File: config.mk
export PLATFORM = sky130hd
export DESIGN_NAME = nlp16_bus_arbiter_flat
export DESIGN_NICKNAME = d
export VERILOG_FILES = /design/src/rtl/nlp16_bus_arbiter_if.sv /design/src/rtl/nlp16_bus_arbiter.sv /design/src/flat_wrapper.sv
export SDC_FILE = /design/constraint.sdc
export NUM_CORES = 1
export LEC_CHECK = 0
export ABC_AREA = 1
export CORE_MARGIN = 1.5
export CORE_UTILIZATION = 38
export DETAILED_ROUTE_END_ITERATION = 12
export GPL_TIMING_DRIVEN = 0
export PLACE_DENSITY = 0.74
export SYNTH_ARGS = -nofsm -noshare
export SYNTH_HDL_FRONTEND = slang
export SYNTH_SLANG_ARGS = --single-unit
File: constraint.sdc
create_clock -name i_clk -period 1.6 [get_ports i_clk]
set_clock_uncertainty 0.2 [all_clocks]
set_input_delay 0.4 -clock i_clk [delete_from_list [all_inputs] [get_ports i_clk]]
set_output_delay 0.4 -clock i_clk [all_outputs]
set_load 0.02 [all_outputs]
File: src/rtl/nlp16_bus_arbiter_if.sv
// Signal bundle tying both bus masters and the memory slave to the arbiter.
// The arbiter attaches through 'slave' (it serves the masters); the surrounding system uses 'master'.
interface nlp16_bus_arbiter_if;
  logic        m0_req;
  logic        m0_we;
  logic [15:0] m0_addr;
  logic [15:0] m0_wdata;
  logic        m0_ack;
  logic        m0_err;
  logic [15:0] m0_rdata;

  logic        m1_req;
  logic        m1_we;
  logic [15:0] m1_addr;
  logic [15:0] m1_wdata;
  logic        m1_ack;
  logic        m1_err;
  logic [15:0] m1_rdata;

  logic        mem_rd;
  logic        mem_wr;
  logic [15:0] mem_addr;
  logic [15:0] mem_wdata;
  logic [15:0] mem_rdata;
  logic        mem_ready;
  logic        busy;

  modport slave (
    input  m0_req, m0_we, m0_addr, m0_wdata,
    output m0_ack, m0_err, m0_rdata,
    input  m1_req, m1_we, m1_addr, m1_wdata,
    output m1_ack, m1_err, m1_rdata,
    output mem_rd, mem_wr, mem_addr, mem_wdata,
    input  mem_rdata, mem_ready,
    output busy
  );

  modport master (
    output m0_req, m0_we, m0_addr, m0_wdata,
    input  m0_ack, m0_err, m0_rdata,
    output m1_req, m1_we, m1_addr, m1_wdata,
    input  m1_ack, m1_err, m1_rdata,
    input  mem_rd, mem_wr, mem_addr, mem_wdata,
    output mem_rdata, mem_ready,
    input  busy
  );
endinterface

File: src/rtl/nlp16_bus_arbiter.sv
// Round-robin arbiter sharing the nlp16af memory bus between two word masters.
// Min 3 cycles per access; a waiting req is held off (never dropped) while another access is in flight.
module nlp16_bus_arbiter #(
  parameter int unsigned P_TIMEOUT = 255
) (
  input  logic               i_clk,
  input  logic               i_rst,
  nlp16_bus_arbiter_if.slave bus
);

  typedef enum logic [1:0] {IDLE, ACCESS, DONE} state_t;

  localparam logic [15:0] TO_LAST = 16'(P_TIMEOUT - 1);
  localparam bit          TO_EN   = (P_TIMEOUT != 0);

  state_t      state, state_nx;
  logic        last_grant, last_grant_nx;
  logic        gnt, gnt_nx;
  logic        rd_q, rd_nx;
  logic        wr_q, wr_nx;
  logic [15:0] addr_q, addr_nx;
  logic [15:0] wdata_q, wdata_nx;
  logic [15:0] rdata_q, rdata_nx;
  logic [15:0] cnt_q, cnt_nx;
  logic        ack0_q, ack0_nx;
  logic        ack1_q, ack1_nx;
  logic        err0_q, err0_nx;
  logic        err1_q, err1_nx;
  logic        busy_q, busy_nx;
  logic        sel;

  // On contention the master that did not win last time goes first.
  assign sel = (bus.m0_req && bus.m1_req) ? ~last_grant : bus.m1_req;

  always_ff @(posedge i_clk) begin
    if (i_rst) begin
      state      <= IDLE;
      last_grant <= 1'b1;
      gnt        <= 1'b0;
      rd_q       <= 1'b0;
      wr_q       <= 1'b0;
      addr_q     <= 16'h0000;
      wdata_q    <= 16'h0000;
      rdata_q    <= 16'h0000;
      cnt_q      <= 16'h0000;
      ack0_q     <= 1'b0;
      ack1_q     <= 1'b0;
      err0_q     <= 1'b0;
      err1_q     <= 1'b0;
      busy_q     <= 1'b0;
    end else begin
      state      <= state_nx;
      last_grant <= last_grant_nx;
      gnt        <= gnt_nx;
      rd_q       <= rd_nx;
      wr_q       <= wr_nx;
      addr_q     <= addr_nx;
      wdata_q    <= wdata_nx;
      rdata_q    <= rdata_nx;
      cnt_q      <= cnt_nx;
      ack0_q     <= ack0_nx;
      ack1_q     <= ack1_nx;
      err0_q     <= err0_nx;
      err1_q     <= err1_nx;
      busy_q     <= busy_nx;
    end
  end

  always_comb begin
    state_nx      = state;
    last_grant_nx = last_grant;
    gnt_nx        = gnt;
    rd_nx         = rd_q;
    wr_nx         = wr_q;
    addr_nx       = addr_q;
    wdata_nx      = wdata_q;
    rdata_nx      = rdata_q;
    cnt_nx        = cnt_q;
    ack0_nx       = 1'b0;
    ack1_nx       = 1'b0;
    err0_nx       = 1'b0;
    err1_nx       = 1'b0;

    unique case (state)
      IDLE: begin
        if (bus.m0_req || bus.m1_req) begin
          gnt_nx        = sel;
          last_grant_nx = sel;
          addr_nx       = sel ? bus.m1_addr  : bus.m0_addr;
          wdata_nx      = sel ? bus.m1_wdata : bus.m0_wdata;
          wr_nx         = sel ? bus.m1_we    : bus.m0_we;
          rd_nx         = sel ? ~bus.m1_we   : ~bus.m0_we;
          cnt_nx        = 16'h0000;
          state_nx      = ACCESS;
        end
      end
      ACCESS: begin
        // Ready takes priority over a timeout expiring in the same cycle.
        if (bus.mem_ready) begin
          if (rd_q) rdata_nx = bus.mem_rdata;
          rd_nx    = 1'b0;
          wr_nx    = 1'b0;
          ack0_nx  = ~gnt;
          ack1_nx  = gnt;
          state_nx = DONE;
        end else if (TO_EN && (cnt_q == TO_LAST)) begin
          rd_nx    = 1'b0;
          wr_nx    = 1'b0;
          rdata_nx = 16'hFFFF;
          ack0_nx  = ~gnt;
          ack1_nx  = gnt;
          err0_nx  = ~gnt;
          err1_nx  = gnt;
          state_nx = DONE;
        end else begin
          cnt_nx = cnt_q + 16'd1;
        end
      end
      DONE: begin
        state_nx = IDLE;
      end
      default: begin
        state_nx = IDLE;
      end
    endcase

    busy_nx = (state_nx != IDLE);
  end

  assign bus.m0_ack    = ack0_q;
  assign bus.m1_ack    = ack1_q;
  assign bus.m0_err    = err0_q;
  assign bus.m1_err    = err1_q;
  assign bus.m0_rdata  = rdata_q;
  assign bus.m1_rdata  = rdata_q;
  assign bus.mem_rd    = rd_q;
  assign bus.mem_wr    = wr_q;
  assign bus.mem_addr  = addr_q;
  assign bus.mem_wdata = wdata_q;
  assign bus.busy      = busy_q;

endmodule

File: src/flat_wrapper.sv
// flat-port wrapper written by rule: the top's interface ports become plain ports
module nlp16_bus_arbiter_flat 
#(
  parameter int unsigned P_TIMEOUT = 255
)
  (i_clk, i_rst, bus_m0_req, bus_m0_we, bus_m0_addr, bus_m0_wdata, bus_m0_ack, bus_m0_err, bus_m0_rdata, bus_m1_req, bus_m1_we, bus_m1_addr, bus_m1_wdata, bus_m1_ack, bus_m1_err, bus_m1_rdata, bus_mem_rd, bus_mem_wr, bus_mem_addr, bus_mem_wdata, bus_mem_rdata, bus_mem_ready, bus_busy);
  nlp16_bus_arbiter_if bus_i ();
  input  logic i_clk;
  input  logic i_rst;
  input wire logic [$bits(bus_i.m0_req)-1:0] bus_m0_req;
  input wire logic [$bits(bus_i.m0_we)-1:0] bus_m0_we;
  input wire logic [$bits(bus_i.m0_addr)-1:0] bus_m0_addr;
  input wire logic [$bits(bus_i.m0_wdata)-1:0] bus_m0_wdata;
  output wire logic [$bits(bus_i.m0_ack)-1:0] bus_m0_ack;
  output wire logic [$bits(bus_i.m0_err)-1:0] bus_m0_err;
  output wire logic [$bits(bus_i.m0_rdata)-1:0] bus_m0_rdata;
  input wire logic [$bits(bus_i.m1_req)-1:0] bus_m1_req;
  input wire logic [$bits(bus_i.m1_we)-1:0] bus_m1_we;
  input wire logic [$bits(bus_i.m1_addr)-1:0] bus_m1_addr;
  input wire logic [$bits(bus_i.m1_wdata)-1:0] bus_m1_wdata;
  output wire logic [$bits(bus_i.m1_ack)-1:0] bus_m1_ack;
  output wire logic [$bits(bus_i.m1_err)-1:0] bus_m1_err;
  output wire logic [$bits(bus_i.m1_rdata)-1:0] bus_m1_rdata;
  output wire logic [$bits(bus_i.mem_rd)-1:0] bus_mem_rd;
  output wire logic [$bits(bus_i.mem_wr)-1:0] bus_mem_wr;
  output wire logic [$bits(bus_i.mem_addr)-1:0] bus_mem_addr;
  output wire logic [$bits(bus_i.mem_wdata)-1:0] bus_mem_wdata;
  input wire logic [$bits(bus_i.mem_rdata)-1:0] bus_mem_rdata;
  input wire logic [$bits(bus_i.mem_ready)-1:0] bus_mem_ready;
  output wire logic [$bits(bus_i.busy)-1:0] bus_busy;
  assign bus_i.m0_req = bus_m0_req;
  assign bus_i.m0_we = bus_m0_we;
  assign bus_i.m0_addr = bus_m0_addr;
  assign bus_i.m0_wdata = bus_m0_wdata;
  assign bus_m0_ack = bus_i.m0_ack;
  assign bus_m0_err = bus_i.m0_err;
  assign bus_m0_rdata = bus_i.m0_rdata;
  assign bus_i.m1_req = bus_m1_req;
  assign bus_i.m1_we = bus_m1_we;
  assign bus_i.m1_addr = bus_m1_addr;
  assign bus_i.m1_wdata = bus_m1_wdata;
  assign bus_m1_ack = bus_i.m1_ack;
  assign bus_m1_err = bus_i.m1_err;
  assign bus_m1_rdata = bus_i.m1_rdata;
  assign bus_mem_rd = bus_i.mem_rd;
  assign bus_mem_wr = bus_i.mem_wr;
  assign bus_mem_addr = bus_i.mem_addr;
  assign bus_mem_wdata = bus_i.mem_wdata;
  assign bus_i.mem_rdata = bus_mem_rdata;
  assign bus_i.mem_ready = bus_mem_ready;
  assign bus_busy = bus_i.busy;
  nlp16_bus_arbiter #(.P_TIMEOUT(P_TIMEOUT)) u_core (.i_clk(i_clk), .i_rst(i_rst), .bus(bus_i));
endmodule
**Yosys cells after proc, flatten, opt, wreduce, memory -nomap -nowiden**

Index checks and enable logic that the tools add are counted.

- Add/sub/neg operators: 1
- Eq/ne operators: 7
- Multiplexer cells: 26
- Bitwise gates (word level): 5
- Reductions and logical operators: 12

Operators with widths:

| operator | number |
|---|---|
| $mux W16 | 8 |
| $pmux W16 S2 | 1 |
| $add A16 B1 Y16 const B | 1 |
| $eq A16 B8 Y1 const B | 1 |
| $mux W1 | 11 |
| $mux W2 | 3 |
| $reduce_and A3 Y1 | 2 |
| $reduce_bool A2 Y1 | 3 |
| $not A1 Y1 | 5 |
| $ne A2 B1 Y1 const B | 2 |
| $ne A2 B2 Y1 const B | 2 |
| $pmux W1 S2 | 2 |
| $pmux W2 S2 | 1 |
| $reduce_and A4 Y1 | 1 |
| $ne A3 B2 Y1 const B | 1 |
| $reduce_or A3 Y1 | 1 |
| $eq A2 B1 Y1 const B | 1 |
| $logic_not A2 Y1 | 1 |
| $reduce_and A2 Y1 | 1 |
| $reduce_or A2 Y1 | 1 |
| $logic_and A1 B1 Y1 | 1 |
| $logic_or A1 B1 Y1 | 1 |

- Flip-flop bits (word level): 75
- Input bits: 87
- Logic and storage cells: 65

**Depth between registers and ports, before layout**

Gate-level depths: netlist (run 1).

- Depth after elaboration: 5
- Mapped depth: 12
- Gate-level depth less buffers: 11

**Worst setup path before layout (run 1)**

OpenSTA, ideal clock, no wires.

- Path type: flip-flop to flip-flop
- Start point: reg u_core.cnt_q[0]
- End point: reg u_core.cnt_q[1]
- Setup time: 0.116 ns
- Arrival time: 1.279 ns
- Path slack: 0.005 ns
- Cell stages (with the launch flop): 11
- Clock period less this slack: 1.595 ns
- Cells stage by stage: dfxtp_1 > inv_1 > ha_1 > nand2_1 > nor2_1 > nand2_2 > nand2_4 > nand2_4 > buf_6 > o21ai_0 > nor2_1

- Cells in the longest elaborated chain, start to end: 4
- Elaborated cells on any way between the ends: 7
- Classes of those cells: add/sub (1); eq/ne (2); mux (3); reduce/logical (1)

RTL lines:

| what | RTL line | RTL |
|---|---|---|
| start, declared | nlp16_bus_arbiter.sv:24 | `logic [15:0] cnt_q, cnt_nx;` |
| start signal, assigned | nlp16_bus_arbiter.sv:60 | `cnt_q <= cnt_nx;` |
| $add A16 B1 Y16 | nlp16_bus_arbiter.sv:116 | `cnt_nx = cnt_q + 16'd1;` |
| $mux W16 | nlp16_bus_arbiter.sv:106 | `end else if (TO_EN && (cnt_q == TO_LAST)) begin` |
| $mux W16 | nlp16_bus_arbiter.sv:99 | `if (bus.mem_ready) begin` |
| $pmux W16 S2 | nlp16_bus_arbiter.sv:84 | `unique case (state)` |

Several ways; a longest one is shown, not always the timed one. The select of a mux whose other input is x is not followed.
A chain may end at the register's enable or synchronous reset.

**Worst setup path after layout (run 1)**

- Start point: reg u_core.cnt_q[13]
- End point: reg u_core.cnt_q[1]

- Cells in the longest elaborated chain, start to end: 3

RTL lines:

| what | RTL line |
|---|---|
| $eq A16 B8 Y1 | nlp16_bus_arbiter.sv:106 |
| $ne A2 B2 Y1 (no source line) | - |
| $reduce_and A4 Y1 (no source line) | - |

No other way between the ends.

==> run metrics, run 1 <==
Vias/cell 4.899; slowest CP cell dfxtp_1; Post-Route WL around 12000 um; fin. max-slew vios 0; post-synthesis adder-cell area fraction 0.7077%; GPL Wtd Cong 0.8100; Slew HR 67.33%; commonest non-fill, non-tap cell in the layout nand2_1; number of DRC markers in iteration 0 around 200; vias in the first global route 3904; commonest register cell after synthesis dfxtp_1; synthesized area 3536 sq um; DR WL/cell around 14 um; fin cells 809; initial antenna violation count 1; FFs w/ async S/R, synth 0%; # clock sinks 75; Worst-Margin Slew 0.4900 ns; worst setup path class reg2reg; post-synthesis compound-gate area fraction 15.46%; combinational family with the most area after synthesis simple AND/OR/NAND/NOR gates; sequential-to-total area share from yosys stat 42.46%; Core ar. 9109 sq um; Crit. End Element flip-flop; Final Cycle Share 104.6%; Clock Root Buffer clkbuf_8; drt first pass iters 4; Final HPWL DP between 7000 and 8000 um; Max IR drop VDD 0.0005211 V; post-route setup slack -0.07389 ns; Die Area about 10000 sq um; minimum clock period approximately 1.7 ns; failing checks setup timing; largest net degree at the start of global routing 14; initial core utilization between 30% and 40%; Post-synth EDFFs 0; CP max FO 6; multiplexer share of the synthesized area 0%; Syn Area/Cell 7.016 sq um; total CTS buffers 9; achievable frequency 0.5974 GHz; # DRC 0; Hold WC Path Type in2reg; Worst-Skew Late Latency 0.35 ns; Leak 0.002467 uW; Cell variety after synth 31; placed cells 770; FP Rows 35; H-tree Lvls 3; I/O Pins 158; Critical Path Most Common Cell nand2_4; crit path DAT roughly 1.8 ns; Total GRT Usage a little under a quarter; Reg clk slew, reported paths about 0.080 ns; # setup viols final 28; DIE HEIGHT 99.46 um; first-pass GRT wire length 18010 um; Syn. warnings 0; worst-path cell chain nor2_2 > nand2_4 > nor2_4 > nand2_4 > nand2_4 > nand2_8 > clkbuf_16 > o21a_1 > nor2_1; Synth Area in Simple Gates 27.53%; nature of the critical path startpoint flip-flop; nets slightly below 800; Max Cap Violations 0; CTS tree yes; GR Overflow Total 0; Placed Area 5226 sq um; power per cell area between 800 and 900 nW/um^2; RSZ-0062 raised after global routing true; Synth Area in XOR/XNOR 0.2477%; pre-CTS setup slack -0.8009 ns; clock buffer depth 2; setup TNS -1.166 ns; CP Buf/Inv Count 1; DR vias 3963; outcome finished, violations left; Critical Path Max Stage Delay approximately 0.36 ns; P&R area growth vs syn 63.80%; Mapped Cells 504; synthesized flop and latch total 75; hold slack roughly 0.16 ns; Worst EP required around 1.7 ns; Die W 99.46 um; syn_nets 593; count of input and output buffers 155; share of layout cells above drive strength 1 34.58%; CP top delay family simple AND/OR/NAND/NOR gates; most frequent cells in the layout 85 x nand2_1, 82 x clkdlybuf4s50_1, 59 x nor2_1, 56 x o21ai_0; antenna viol nets, final 0; Final Cell Area ~5800 sq um; Hold Vio Cnt, Final 0
[where the power goes]
group	internal [uW]	switching (uW)
Sequential	2010	86.2
Combinational	625	693
Clock	721	729
Total	3350	1510
[registers in the layout, summed over array words and instances, names as in the netlist, 2 cells and up]
signal and count:
u_core.bus.mem_addr 16, u_core.bus.mem_wdata 16, u_core.cnt_q 16, u_core.bus.m0_rdata 16
u_core.state 2
[Yosys cell counts (2+ instances only)]
master,count,share of area (%)
inv_2,3,0.32
nand2_1,98,10
inv_1,53,5.6
nor2_2,2,0.35
nor3_1,4,0.57
nand2_4,2,0.64
buf_2,9,1.3
dfxtp_1,75,42
buf_4,18,3.8
nand4_1,19,3.4
nand2_2,6,1.1
ha_1,2,0.71
nand3_1,15,2.1
o21ai_1,7,0.99
a21oi_2,2,0.50
a21oi_1,29,4.1
o21ai_0,61,8.6
clkbuf_1,8,0.85
nor2_1,74,7.9
buf_6,4,1.3
buf_1,3,0.32
[stage by stage]
| stage | power (uW) | util, % |
|---|---|---|
| after floorplan | 2708 | - |
| after global placement | 3319 | 57.38 |
| after detailed placement | 3340 | 57.38 |
| after CTS | 4816 | 62.36 |
| after global routing | 5069 | 63.59 |
| final | 4860 | 63.59 |
[timing repair]
| action | CTS | global route |
|---|---|---|
| setup endpoints to repair | 136 | 85 |
| buffers inserted | 11 | 9 |
| cloned | 2 | 1 |
| resized for setup | 296 | 94 |
| hold buffers | 0 | 0 |
| pin swaps | 10 | 18 |
[logic make-up (layout without fill, tap and decap cells)]
| kind of cell | after synthesis | in the layout |
|---|---|---|
| compound gates | 103 | 103 |
| fa+ha+maj | 2 | 2 |
| other cells | 0 | 1 |
| buf+inv | 99 | 292 |
| xor+xnor | 1 | 1 |
| flops | 75 | 75 |
| simple gates | 224 | 224 |
[final timing paths]
path                           startpoint                      end  slack, ns  depth (start not counted)
setup / recovery         u_core.cnt_q[13]          u_core.cnt_q[1]      -0.07                          9
hold / removal                      i_rst         u_core.cnt_q[12]       0.16                          2
setup reg to reg         u_core.cnt_q[13]          u_core.cnt_q[1]      -0.07                          9
hold reg to reg   u_core.bus.m0_rdata[13]  u_core.bus.m0_rdata[13]       0.26                          2
[metal layers]
layer	part of all wire, %	GRT usage, %
met5	0	0
met4	3.0	10.08
met3	8.5	7.379
met2	51	39.67
met1	38	25.60
[area by class of cell]
class,instances,area [sq um]
Clock inverter,6,63.81
Sequential cell,75,1545
Timing Repair Buffer,178,1587
Fill cell,796,3317
Multi-Input combinational cell,330,1787
Antenna cell,1,2.502
Tap cell,111,138.9
Buffer,41,316.6
Inverter,57,224.0
Clock buffer,10,127.6
(Power assumes the default switching activity.)
==> run 2: changes to the inputs <==
--- a/constraint.sdc
+++ b/constraint.sdc
@@ -4,2 +4,2 @@
 set_output_delay 0.4 -clock i_clk [all_outputs]
-set_load 0.02 [all_outputs]
+set_load 0.005 [all_outputs]
==> run 2 against run 1 <==
  * Cell count increased by 1.6%
  * Core utilization increased by 3.7 points
  * Highest routed layer unchanged
  * Combinational power decreased by 8%
  * Register-to-register slack got worse by 0.10 ns
  * Fmax decreased by 5.9%
  * The run still ends with setup timing left
  * Non-clock buffer count increased by 13
  * Routed wire length increased by 6.7%
  * First-iteration DRC count decreased by 14%
==> run metrics, run 2 (same netlist as run 1, synthesis figures left out) <==
Fillers 770; fin cells 822; power per cell area 778.1 nW/um^2; vias in the first global route 4063; initial core utilization 38.82%; Worst-Skew Late Latency around 0.36 ns; outcome finished, violations left; clock buffer depth 2; largest net degree at the start of global routing 14; FP Rows 35; Vias/cell between 4 and 5; post-route setup slack -0.1782 ns; Hold Vio Cnt, Final 0; GRT met1 Usage 26.28%; most frequent cells in the layout 85 x nand2_1, 82 x clkdlybuf4s50_1, 58 x o21ai_0, 57 x nor2_1, 54 x dlygate4sd2_1; share of layout cells above drive strength 1 31.41%; # clock sinks 75; grt peak-use layer met2; fin. max-slew vios 0; Post-Route WL 12460 um; Max Cap Violations 0; Final HPWL DP 7954 um; Slew HR between 60% and 70%; Worst-Margin Slew between 0.5 and 0.6 ns; number of DRC markers in iteration 0 167; Total GRT Usage 23.62%; Final Cell Area 6126 sq um; M2 GR Usage around two fifths; placed cells between 700 and 800; CP Buf/Inv Count 3; Worst EP required ~1.7 ns; worst setup path class reg2reg; minimum clock period around 1.8 ns; I/O Pins approximately 160; GR Overflow Total 0; CP top delay family simple AND/OR/NAND/NOR gates; first-pass GRT wire length around 19000 um; RSZ-0062 raised after global routing true; Hold WC Path Type in2reg; CP max FO 4; GPL Wtd Cong a little over 0.8; grt met3 use around 7.2%; # DRC 0; nets 794; Core ar. 9109 sq um; slowest CP cell dfxtp_2; CTS tree yes; count of input and output buffers 155; Die W 99.46 um; achievable frequency about 0.56 GHz; DR vias 4097; Design Power 4766 uW; Die Area 9892 sq um; Critical Path Max Stage Delay 0.34 ns; Crit. End Element flip-flop; # setup viols final 15; initial antenna violation count 1; total CTS buffers 9; DR WL/cell between 15 and 20 um; Clock Root Buffer clkbuf_8; Placed Area 5226 sq um; hold buffers post-CTS 0; Leak 0.002729 uW; Max IR drop VDD 0.0004958 V; worst-path cell chain buf_4 > ha_4 > inv_2 > nor2_4 > buf_6 > nand4_1 > nand2_1 > nor2_2 > nand2_1 > a21oi_2; nature of the critical path startpoint flip-flop; DIE HEIGHT ~100 um; Critical Path Most Common Cell nand2_1; failing checks setup timing; H-tree Lvls 3; drt first pass iters 7; antenna viol nets, final 0; Final Cycle Share 111.1%; crit path DAT around 1.9 ns; P&R area growth vs syn 73.25%; Reg clk slew, reported paths ~0.080 ns; commonest non-fill, non-tap cell in the layout nand2_1
-- run 2: cell types whose count changed in the layout (fill, tap and decap cells not counted), sizes merged --
cell and change:
buf -6, clkbuf -9, clkdlybuf4s15 -24, dlygate4sd2 +52
-- run 2: worst paths after layout --
| path | from | end | cells after the start | slack [ns] |
|---|---|---|---|---|
| max reg2reg | u_core.cnt_q[0] | u_core.cnt_q[12] | 10 | -0.18 |
| min | i_rst | u_core.cnt_q[12] | 2 | 0.15 |
| max | u_core.cnt_q[0] | u_core.cnt_q[12] | 10 | -0.18 |
| min reg2reg | u_core.bus.mem_wdata[8] | u_core.bus.mem_wdata[8] | 2 | 0.26 |
-- run 2: cell type report --
type | count | area, sq um | share of cell area (%)
Antenna cell | 1 | 2.502 | 0.04085
Buffer | 31 | 250.2 | 4.085
Clock buffer | 10 | 127.6 | 2.083
Clock inverter | 6 | 63.81 | 1.042
Inverter | 57 | 226.5 | 3.697
Multi-Input combinational cell | 330 | 1852 | 30.23
Sequential cell | 75 | 1560 | 25.47
Tap cell | 111 | 138.9 | 2.267
Timing Repair Buffer | 201 | 1904 | 31.09
-- run 2: metal layers --
layer  up-vias  wire [um]
met2       164       6367
met1      1893       4729
li1       2003          -
met4         0        390
met3        37        977
met5         -          0
-- run 2: what timing repair did --
action,in CTS,in global routing
pin swaps,13,18
endpoints found under the setup margin,136,64
gates resized for setup,244,78
buffers inserted,35,14
gates cloned,3,1
-- run 2: stage by stage --
stage	setup TNS, ns	hold WS, ns	setup WS [ns]	util, %
4_1_cts	-0.1141	0.2439	-0.09629	64.20
2_1_floorplan	0	0.2138	0.005262	-
3_3_place_gp	-33.23	0.2240	-0.7282	57.38
3_5_place_dp	-34.81	0.2461	-0.8009	57.38
6_report	-0.7144	0.1510	-0.1782	67.25
5_1_grt	-2.424	0.1579	-0.2266	67.25
-- run 2: report_power, final --
| group | switching, uW | internal [uW] | total (uW) |
|---|---|---|---|
| registers | 82.6 | 2010 | 2090 |
| logic | 556 | 663 | 1220 |
| clock network | 738 | 721 | 1460 |
